==> src/rtl/sseg_scan_capture_if.sv <==
// Multiplexed seven-segment display bus plus the captured-frame valid/ready channel.
// master drives the display and the ready line; slave is the capture block.
interface sseg_scan_capture_if;
    logic [3:0]  anode_n;
    logic [7:0]  cathode;
    logic        out_ready;
    logic        out_valid;
    logic [15:0] out_value;
    logic [3:0]  out_dp;
    logic        pattern_err;
    logic        overrun;

    modport master (
        output anode_n, cathode, out_ready,
        input  out_valid, out_value, out_dp, pattern_err, overrun
    );

    modport slave (
        input  anode_n, cathode, out_ready,
        output out_valid, out_value, out_dp, pattern_err, overrun
    );
endinterface

==> src/rtl/sseg_scan_capture.sv <==
// Watches a scanned 4-digit seven-segment bus, samples each digit once it has
// settled, decodes it back to hex and emits complete 16-bit frames via valid/ready.
module sseg_scan_capture #(
    parameter int unsigned SETTLE_CYCLES = 4
) (
    input  logic                clk,
    input  logic                rst_n,
    sseg_scan_capture_if.slave  bus
);

    typedef enum logic [1:0] {
        BLANK,
        SETTLE,
        HOLD
    } state_t;

    localparam logic [7:0] SETTLE_M1 = 8'(SETTLE_CYCLES - 1);

    state_t      state, state_nxt;
    logic [3:0]  anode_q;
    logic [7:0]  cathode_q;
    logic [7:0]  cnt;
    logic        diff;
    logic        sample;
    logic [1:0]  dig;
    logic        dec_ok;
    logic [3:0]  dec_nib;
    logic [3:0]  seen, seen_nxt;
    logic [15:0] shadow_val;
    logic [3:0]  shadow_dp;
    logic        frame_done;
    logic        valid_q;
    logic [15:0] value_q;
    logic [3:0]  dp_q;
    logic        perr_q;
    logic        ovr_q;

    function automatic logic onehot_low(input logic [3:0] a);
        logic r;
        case (a)
            4'b1110, 4'b1101, 4'b1011, 4'b0111: r = 1'b1;
            default:                            r = 1'b0;
        endcase
        return r;
    endfunction

    // diff looks at the value about to be registered, so the edge that captures
    // a change already restarts the count and picks the next state.
    always_comb begin
        diff = ({bus.anode_n, bus.cathode} != {anode_q, cathode_q});
    end

    always_comb begin
        state_nxt = state;
        sample    = 1'b0;
        if (diff) begin
            state_nxt = onehot_low(bus.anode_n) ? SETTLE : BLANK;
        end else begin
            case (state)
                SETTLE: begin
                    if (cnt >= SETTLE_M1) begin
                        sample    = 1'b1;
                        state_nxt = HOLD;
                    end
                end
                default: ;
            endcase
        end
    end

    always_comb begin
        dig = 2'd0;
        case (anode_q)
            4'b1101: dig = 2'd1;
            4'b1011: dig = 2'd2;
            4'b0111: dig = 2'd3;
            default: dig = 2'd0;
        endcase
    end

    always_comb begin
        dec_ok  = 1'b1;
        dec_nib = '0;
        case (cathode_q[6:0])
            7'h3F: dec_nib = 4'h0;
            7'h06: dec_nib = 4'h1;
            7'h5B: dec_nib = 4'h2;
            7'h4F: dec_nib = 4'h3;
            7'h66: dec_nib = 4'h4;
            7'h6D: dec_nib = 4'h5;
            7'h7D: dec_nib = 4'h6;
            7'h07: dec_nib = 4'h7;
            7'h7F: dec_nib = 4'h8;
            7'h6F: dec_nib = 4'h9;
            7'h77: dec_nib = 4'hA;
            7'h7C: dec_nib = 4'hB;
            7'h39: dec_nib = 4'hC;
            7'h5E: dec_nib = 4'hD;
            7'h79: dec_nib = 4'hE;
            7'h71: dec_nib = 4'hF;
            default: dec_ok = 1'b0;
        endcase
    end

    // A full mask is consumed the cycle after the last sample; a sample landing
    // on that same edge starts the next frame's mask.
    always_comb begin
        frame_done = (seen == '1);
        seen_nxt   = frame_done ? '0 : seen;
        if (sample && dec_ok) begin
            seen_nxt[dig] = 1'b1;
        end
    end

    always_ff @(posedge clk or negedge rst_n) begin
        if (!rst_n) begin
            state     <= BLANK;
            anode_q   <= 4'hF;
            cathode_q <= 8'h00;
            cnt       <= '0;
        end else begin
            state     <= state_nxt;
            anode_q   <= bus.anode_n;
            cathode_q <= bus.cathode;
            if (diff) begin
                cnt <= '0;
            end else if (cnt != '1) begin
                cnt <= cnt + 8'd1;
            end
        end
    end

    always_ff @(posedge clk or negedge rst_n) begin
        if (!rst_n) begin
            seen       <= '0;
            shadow_val <= '0;
            shadow_dp  <= '0;
            perr_q     <= 1'b0;
        end else begin
            seen   <= seen_nxt;
            perr_q <= sample && !dec_ok;
            if (sample && dec_ok) begin
                shadow_val[{dig, 2'b00} +: 4] <= dec_nib;
                shadow_dp[dig]                <= cathode_q[7];
            end
        end
    end

    always_ff @(posedge clk or negedge rst_n) begin
        if (!rst_n) begin
            valid_q <= 1'b0;
            value_q <= '0;
            dp_q    <= '0;
            ovr_q   <= 1'b0;
        end else begin
            if (frame_done) begin
                if (!valid_q || bus.out_ready) begin
                    valid_q <= 1'b1;
                    value_q <= shadow_val;
                    dp_q    <= shadow_dp;
                end else begin
                    ovr_q <= 1'b1;
                end
            end else if (valid_q && bus.out_ready) begin
                valid_q <= 1'b0;
            end
        end
    end

    assign bus.out_valid   = valid_q;
    assign bus.out_value   = value_q;
    assign bus.out_dp      = dp_q;
    assign bus.pattern_err = perr_q;
    assign bus.overrun     = ovr_q;

endmodule

==> src/flat_wrapper.sv <==
// flat-port wrapper written by rule: the top's interface ports become plain ports
module sseg_scan_capture_flat 
#(
    parameter int unsigned SETTLE_CYCLES = 4
)
  (clk, rst_n, bus_anode_n, bus_cathode, bus_out_ready, bus_out_valid, bus_out_value, bus_out_dp, bus_pattern_err, bus_overrun);
  sseg_scan_capture_if bus_i ();
  input  logic clk;
  input  logic rst_n;
  input wire logic [$bits(bus_i.anode_n)-1:0] bus_anode_n;
  input wire logic [$bits(bus_i.cathode)-1:0] bus_cathode;
  input wire logic [$bits(bus_i.out_ready)-1:0] bus_out_ready;
  output wire logic [$bits(bus_i.out_valid)-1:0] bus_out_valid;
  output wire logic [$bits(bus_i.out_value)-1:0] bus_out_value;
  output wire logic [$bits(bus_i.out_dp)-1:0] bus_out_dp;
  output wire logic [$bits(bus_i.pattern_err)-1:0] bus_pattern_err;
  output wire logic [$bits(bus_i.overrun)-1:0] bus_overrun;
  assign bus_i.anode_n = bus_anode_n;
  assign bus_i.cathode = bus_cathode;
  assign bus_i.out_ready = bus_out_ready;
  assign bus_out_valid = bus_i.out_valid;
  assign bus_out_value = bus_i.out_value;
  assign bus_out_dp = bus_i.out_dp;
  assign bus_pattern_err = bus_i.pattern_err;
  assign bus_overrun = bus_i.overrun;
  sseg_scan_capture #(.SETTLE_CYCLES(SETTLE_CYCLES)) u_core (.clk(clk), .rst_n(rst_n), .bus(bus_i));
endmodule
==> config.mk <==
export PLATFORM = sky130hd
export DESIGN_NAME = sseg_scan_capture_flat
export DESIGN_NICKNAME = d
export VERILOG_FILES = /design/src/rtl/sseg_scan_capture_if.sv /design/src/rtl/sseg_scan_capture.sv /design/src/flat_wrapper.sv
export SDC_FILE = /design/constraint.sdc
export NUM_CORES = 1
export LEC_CHECK = 0
export ABC_AREA = 1
export CORE_ASPECT_RATIO = 1.4
export CORE_MARGIN = 4
export CORE_UTILIZATION = 50
export CTS_CLUSTER_SIZE = 16
export DETAILED_ROUTE_END_ITERATION = 16
export PLACE_DENSITY_LB_ADDON = 0.2
export REMOVE_ABC_BUFFERS = 1
export SLEW_MARGIN = 20
export SYNTH_ARGS = -nofsm -noshare
export SYNTH_HDL_FRONTEND = slang
export SYNTH_SLANG_ARGS = --single-unit
==> constraint.sdc <==
create_clock -name clk -period 2.5 [get_ports clk]
set_clock_uncertainty 0.15 [all_clocks]
set_input_delay 0.5 -clock clk [delete_from_list [all_inputs] [get_ports clk]]
set_output_delay 0.5 -clock clk [all_outputs]
set_load 0.03 [all_outputs]
==> run_results.csv, run 1 <==
group,metric,value,unit
run_status,run_status,"completed",
layout,layout-drive-gt1-share,15.24,%
clock_network,cts_resized,0,
detailed_routing,top_layer_used,"met4",
worst_setup_path,crit_chain,"nand2_1 > nor3_1 > inv_1 > ha_1 > inv_1 > nand2_1 > a21oi_1 > nand3_1 > nand2_1",
clock_network,cts-root-buf,"clkbuf_8",
detailed_routing,drc,0,
worst_setup_path,cp_slowest_stage_delay,0.56,ns
clock_network,cts_tree,"yes",
die,die_x,78.87,µm
clock_network,cts_setup_buffers,0,
clock_network,hold_buffers,0,
synthesis,syn_inst,424,
die,core-area,6700,µm²
sta,final.period_utilization,88.65,%
detailed_routing,ant_nets,0,
clock_network,cts_buffers,9,
detailed_routing,wl_met3,230,µm
detailed_routing,drt-pass1-iter-count,4,
power_and_ir_drop,p_sw_share,25.50,%
detailed_routing,wl,6338,µm
sta,finalMaxSlewViolations,0,
layout,diodes,0,
clock_network,path_clk_slew,0.08,ns
power_and_ir_drop,p_clk_share,41.4,%
layout,final_cell_mix,"136 x nand2_1, 65 x dfrtp_1, 50 x nor2_1, 37 x inv_1",
worst_setup_path,crit_top_cell,"nand2_1",
sta,fin_tns_setup,0,ns
synthesis,synth-edff-count,0,
global_route,grt_overflow,0,
worst_setup_path,cp_max_fo,6,
placement,dp_slack,0.1327,ns
worst_setup_path,start_kind,"register",
placement,gp_congestion,0.8787,
global_route,grt_pass1_vias,2620,
global_route,antenna_found_initial,0,
sta,min_period,2.216,ns
global_route,grt_max_degree,45,
sta,timing.final.hold_violations,0,
sta,worstMarginPinSlew,0.5859,ns
power_and_ir_drop,p_per_area,528.4,nW/µm²
layout,areaGrowthSynthToFinish,20.18,%
detailed_routing,num_vias,2815,
synthesis,synth-async-reset-ratio,100.0,%
die,ioPinCount,38,
sta,slew_headroom,60.94,%
worst_setup_path,end_kind,"register",
global_route,grt_pass1_wl,11030,µm
synthesis,synthFlopType,"dfrtp_1",
detailed_routing,first_iter_violations,89,
worst_setup_path,crit_type,"register to register",
worst_setup_path,crit_required,2.63,ns
power_and_ir_drop,p_leak,2.239,nW
synthesis,yosysWarnings,0,
worst_setup_path,slowest_stage,"dfstp_2",
sta,layout_setup_ws,0.2838,ns
die,start_util,52.47,%
placement,port_buffers,37,
detailed_routing,wire_per_inst,11.10,µm
die,die_h,107.2,µm
power_and_ir_drop,p_sw,0.0005693,W
die,rows,35,
clock_network,clkSinkCount,69,
power_and_ir_drop,peakVddDrop,0.0005687,V
min_path,hold_class,"input pin to async pin",
die,dieArea,8456,µm²
synthesis,synth.ff_latch_count,69,
worst_setup_path,arrival,2.35,ns
detailed_routing,wl_met2,3149,µm
clock_network,clock_latency,0.34,ns
synthesis,synthDistinctLibCells,30,
power_and_ir_drop,intPower,0.001663,W
clock_network,clockBufferDepth,2,
synthesis,syn_area_per_cell,8.292,µm²
placement,dp_hpwl,4872,µm
sta,rsz0062_at_grt,"false",
synthesis,mappedNetlistArea,3516,µm²
power_and_ir_drop,p_seq_share,51.3,%
clock_network,cts-htree-levels,3,
synthesis,yosysSeqAreaShare,49.25,%
detailed_routing,wl_met1,2803,µm
sta,finalSetupViolCount,0,
detailed_routing,vias_per_cell,4.930,
job,cap_viol_max_count,0,
layout,nets,496,
layout,final_common_cell,"nand2_1",
global_route,track_usage,16.37,%
sta,fmax,0.4512,GHz
power_and_ir_drop,comb_power_share,7.3,%
[critical path, delay by kind of cell (launching register included)]
| family | cells | cell delay, ns |
|---|---|---|
| buf+inv | 2 | 0.29 |
| compound gates | 1 | 0.17 |
| fa+ha+maj | 1 | 0.37 |
| simple gates | 5 | 0.63 |
| flops | 1 | 0.56 |
[Yosys cell counts (2+ instances only)]
cell type	number	share of area (%)
nor2_1	50	5.3
xnor2_1	5	1.2
ha_1	7	2.5
buf_2	2	0.28
nor2_2	4	0.71
dfstp_2	4	3.0
nand2_1	136	15
nand2_2	5	0.89
dfrtp_1	65	46
buf_6	2	0.64
inv_2	9	0.96
o21ai_0	3	0.43
mux2_2	20	6.4
nand3_1	36	5.1
nor2_4	4	1.3
nand4_1	5	0.89
a211oi_1	2	0.43
nand3_2	2	0.57
nor3_1	6	0.85
a21oi_1	11	1.6
inv_1	37	4.0
[layout make-up]
class / count / area (µm²)
Fill cell: 584 / 2475
Tap cell: 92 / 115.1
Sequential cell: 69 / 1732
Timing Repair Buffer: 43 / 422.9
Inverter: 46 / 172.7
Multi-Input combinational cell: 305 / 1579
Clock inverter: 7 / 80.08
Clock buffer: 9 / 123.9
[power by group through the flow]
| stage | registers (W) | clock network (W) | logic (W) |
|---|---|---|---|
| 2_1_floorplan | 0.00117 | 0 | 0.0000907 |
| 3_3_place_gp | 0.00117 | 0 | 0.000161 |
| 3_5_place_dp | 0.00117 | 0 | 0.000165 |
| 4_1_cts | 0.00115 | 0.000954 | 0.000166 |
| 5_1_grt | 0.00115 | 0.00100 | 0.000187 |
| 6_report | 0.00115 | 0.000924 | 0.000163 |
[worst paths after layout]
| kind | startpoint | end | slack, ns | cells past startpoint |
|---|---|---|---|---|
| hold / removal | rst_n | u_core.bus.out_value[3] | 0.004 | 1 |
| hold reg to reg | u_core.shadow_val[0] | u_core.shadow_val[0] | 0.33 | 2 |
| setup reg to reg | u_core.anode_q[0] | u_core.shadow_val[2] | 0.28 | 9 |
| setup / recovery | u_core.anode_q[0] | u_core.shadow_val[2] | 0.28 | 9 |
| max in group asynchronous | rst_n | u_core.cnt[2] | 1.58 | 2 |
| min in group clk | u_core.shadow_val[0] | u_core.shadow_val[0] | 0.33 | 2 |
[kinds of logic (layout without fill, tap and decap cells)]
kind of cell	Yosys count	in the layout	share of synthesized area [%]
and+or+nand+nor	251	251	31.17
DFF	69	69	49.25
buffers and inverters	50	105	5.836
AOI/OAI and AO/OA	21	21	3.345
muxes	20	20	6.406
adders and majority gates	7	7	2.491
xor gates and xnor gates	6	6	1.495
[per-stage QoR]
step / hold WS (ns) / cells / util (%) / cell area (µm²) / total power, W
6_report: 0.004485 / 571 / 63.06 / 4225 / 0.002233
3_3_place_gp: 0.3079 / 555 / 60.02 / 4021 / 0.001328
4_1_cts: 0.01644 / 571 / 63.06 / 4225 / 0.002266
3_5_place_dp: 0.3114 / 555 / 60.02 / 4021 / 0.001333
2_1_floorplan: 0.05441 / 420 / - / 3483 / 0.001257
5_1_grt: 0.04386 / 571 / 63.06 / 4225 / 0.002338
[metal layers]
metal / track usage, % / vias up
met5: 0 / -
met3: 3.361 / 13
met4: 7.494 / 0
li1: - / 1452
met1: 19.28 / 1304
met2: 28.43 / 46
[sequential cells by signal, summed over array words and instances (netlist names)]
signal                  count
u_core.anode_q              4
u_core.bus.overrun          1
u_core.bus.pattern_err      1
u_core.seen                 4
u_core.shadow_val          16
u_core.state                2
u_core.bus.out_dp           4
u_core.cnt                  8
u_core.bus.out_value       16
u_core.shadow_dp            4
u_core.cathode_q            8
u_core.bus.out_valid        1
Note: power is estimated with default switching activity, not from simulation.
==> run 2, diff against run 1 <==
CORE_UTILIZATION = 56   (was 50)
==> run_results.csv, run 2 (synthesis results as in run 1) <==
group,metric,value,unit
worst_setup_path,cp_max_fo,6,
worst_setup_path,start_kind,"register",
power_and_ir_drop,power,0.002319,W
sta,worstMarginPinSlew,0.4818,ns
sta,fin_tns_setup,0,ns
sta,min_period,2.197,ns
sta,fmax,0.4551,GHz
placement,gp_congestion,0.8703,
sta,finalSetupViolCount,0,
sta,slew_headroom,67.88,%
global_route,grt_max_degree,43,
power_and_ir_drop,p_leak,2.266,nW
detailed_routing,wl,6847,µm
power_and_ir_drop,peakVddDrop,0.0004277,V
worst_setup_path,crit_required,2.64,ns
sta,final.period_utilization,87.89,%
die,dieArea,7628,µm²
clock_network,cts-htree-levels,3,
global_route,grt_overflow,0,
sta,rsz0062_at_grt,"false",
clock_network,cts-root-buf,"clkbuf_8",
detailed_routing,vias_per_cell,5.167,
placement,port_buffers,37,
detailed_routing,drt-pass1-iter-count,4,
sta,holdWs,0.3285,ns
die,start_util,58.73,%
worst_setup_path,end_kind,"register",
die,core-area,5987,µm²
clock_network,cts_tree,"yes",
clock_network,clock_latency,0.35,ns
die,die_h,101.8,µm
global_route,antenna_found_initial,0,
die,rows,33,
layout,fin_area,4247,µm²
global_route,track_usage,20.46,%
layout,final_cell_mix,"136 x nand2_1, 65 x dfrtp_1, 50 x nor2_1, 37 x inv_1",
clock_network,clockBufferDepth,2,
power_and_ir_drop,p_per_area,546.0,nW/µm²
worst_setup_path,crit_type,"register to register",
clock_network,cts_setup_buffers,0,
detailed_routing,ant_nets,0,
detailed_routing,wire_per_inst,12.40,µm
sta,timing.final.hold_violations,0,
layout,nets,499,
die,die_x,74.97,µm
placement,dp_slack,0.1057,ns
layout,areaGrowthSynthToFinish,20.78,%
die,ioPinCount,38,
layout,final_common_cell,"nand2_1",
sta,finalMaxSlewViolations,0,
detailed_routing,first_iter_violations,157,
layout,diodes,0,
global_route,grt_pass1_vias,2818,
placement,dp_hpwl,5271,µm
detailed_routing,drc,0,
clock_network,path_clk_slew,0.07,ns
detailed_routing,num_vias,2852,
min_path,hold_class,"register to register",
clock_network,cts_buffers,9,
placement,placed_cell_area,4009,µm²
clock_network,clkSinkCount,69,
global_route,grt_pass1_wl,11870,µm
sta,layout_setup_ws,0.3027,ns
worst_setup_path,arrival,2.34,ns
run_status,run_status,"completed",
layout,layout-drive-gt1-share,15.77,%
job,cap_viol_max_count,0,
[run 2: cell types whose count changed in the layout (fill, tap and decap cells not counted), sizes merged]
cell         before  now
buf               7    9
bufinv            1    2
clkinv            1    3
clkinvlp          2    1
dlygate4sd3       0    1
inv              49   47
[run 2: metal layers]
metal  vias up  share of wire (%)  track usage [%]
met2        58                 52            36.64
met1      1327                 41            22.50
met4         0                2.4            9.178
li1       1453                  -                -
met3        14                4.0            4.469
met5         -                  0                0
[run 2: report_power, final]
group	total (W)	switching, W	internal, W
clock network	0.00101	0.000439	0.000566
logic	0.000167	0.000104	0.0000631
registers	0.00115	0.0000160	0.00113
[run 2: final cells by class]
| type | instances | area (µm²) |
|---|---|---|
| multi-input cells | 305 | 1584 |
| fillers | 480 | 1740 |
| well taps | 70 | 87.58 |
| clock buffers | 9 | 123.9 |
| clock inverters | 7 | 98.84 |
| inverters | 46 | 172.7 |
| repair buffers | 46 | 447.9 |
| flip-flops and latches | 69 | 1732 |
[run 2: path summary, 6_finish.rpt]
check	from	to	slack, ns	cells past startpoint
worst min-delay path	u_core.shadow_val[8]	u_core.shadow_val[8]	0.33	2
worst max register to register	u_core.anode_q[3]	u_core.shadow_val[3]	0.30	9
max in group asynchronous	rst_n	u_core.seen[1]	0.96	4
worst max-delay path	u_core.anode_q[3]	u_core.shadow_val[3]	0.30	9
worst min register to register	u_core.shadow_val[8]	u_core.shadow_val[8]	0.33	2
min in group asynchronous	rst_n	u_core.bus.out_value[1]	0.49	2
[run 2: per-stage QoR]
step,cells,utilization (%)
detailed placement,535,66.96
global placement,535,66.96
floorplan,420,-
CTS,552,70.85
global route,552,70.93
finish,552,70.93
[run 2: repair_timing]
action                                  in CTS  in global routing
endpoints found under the setup margin       0                  1
resized for setup                            0                  1
hold endpoints to repair                    16                  0
hold buffers                                 1                  0
[run 2: critical path, stage by stage (launching register included)]
cell and delay (ns):
dfstp_2 0.57, nand2_1 0.07, o21ai_1 0.20, inv_1 0.13, ha_1 0.39, inv_1 0.17, nand2_1 0.13, a21oi_1 0.15
nand3_1 0.10, nand2_1 0.08
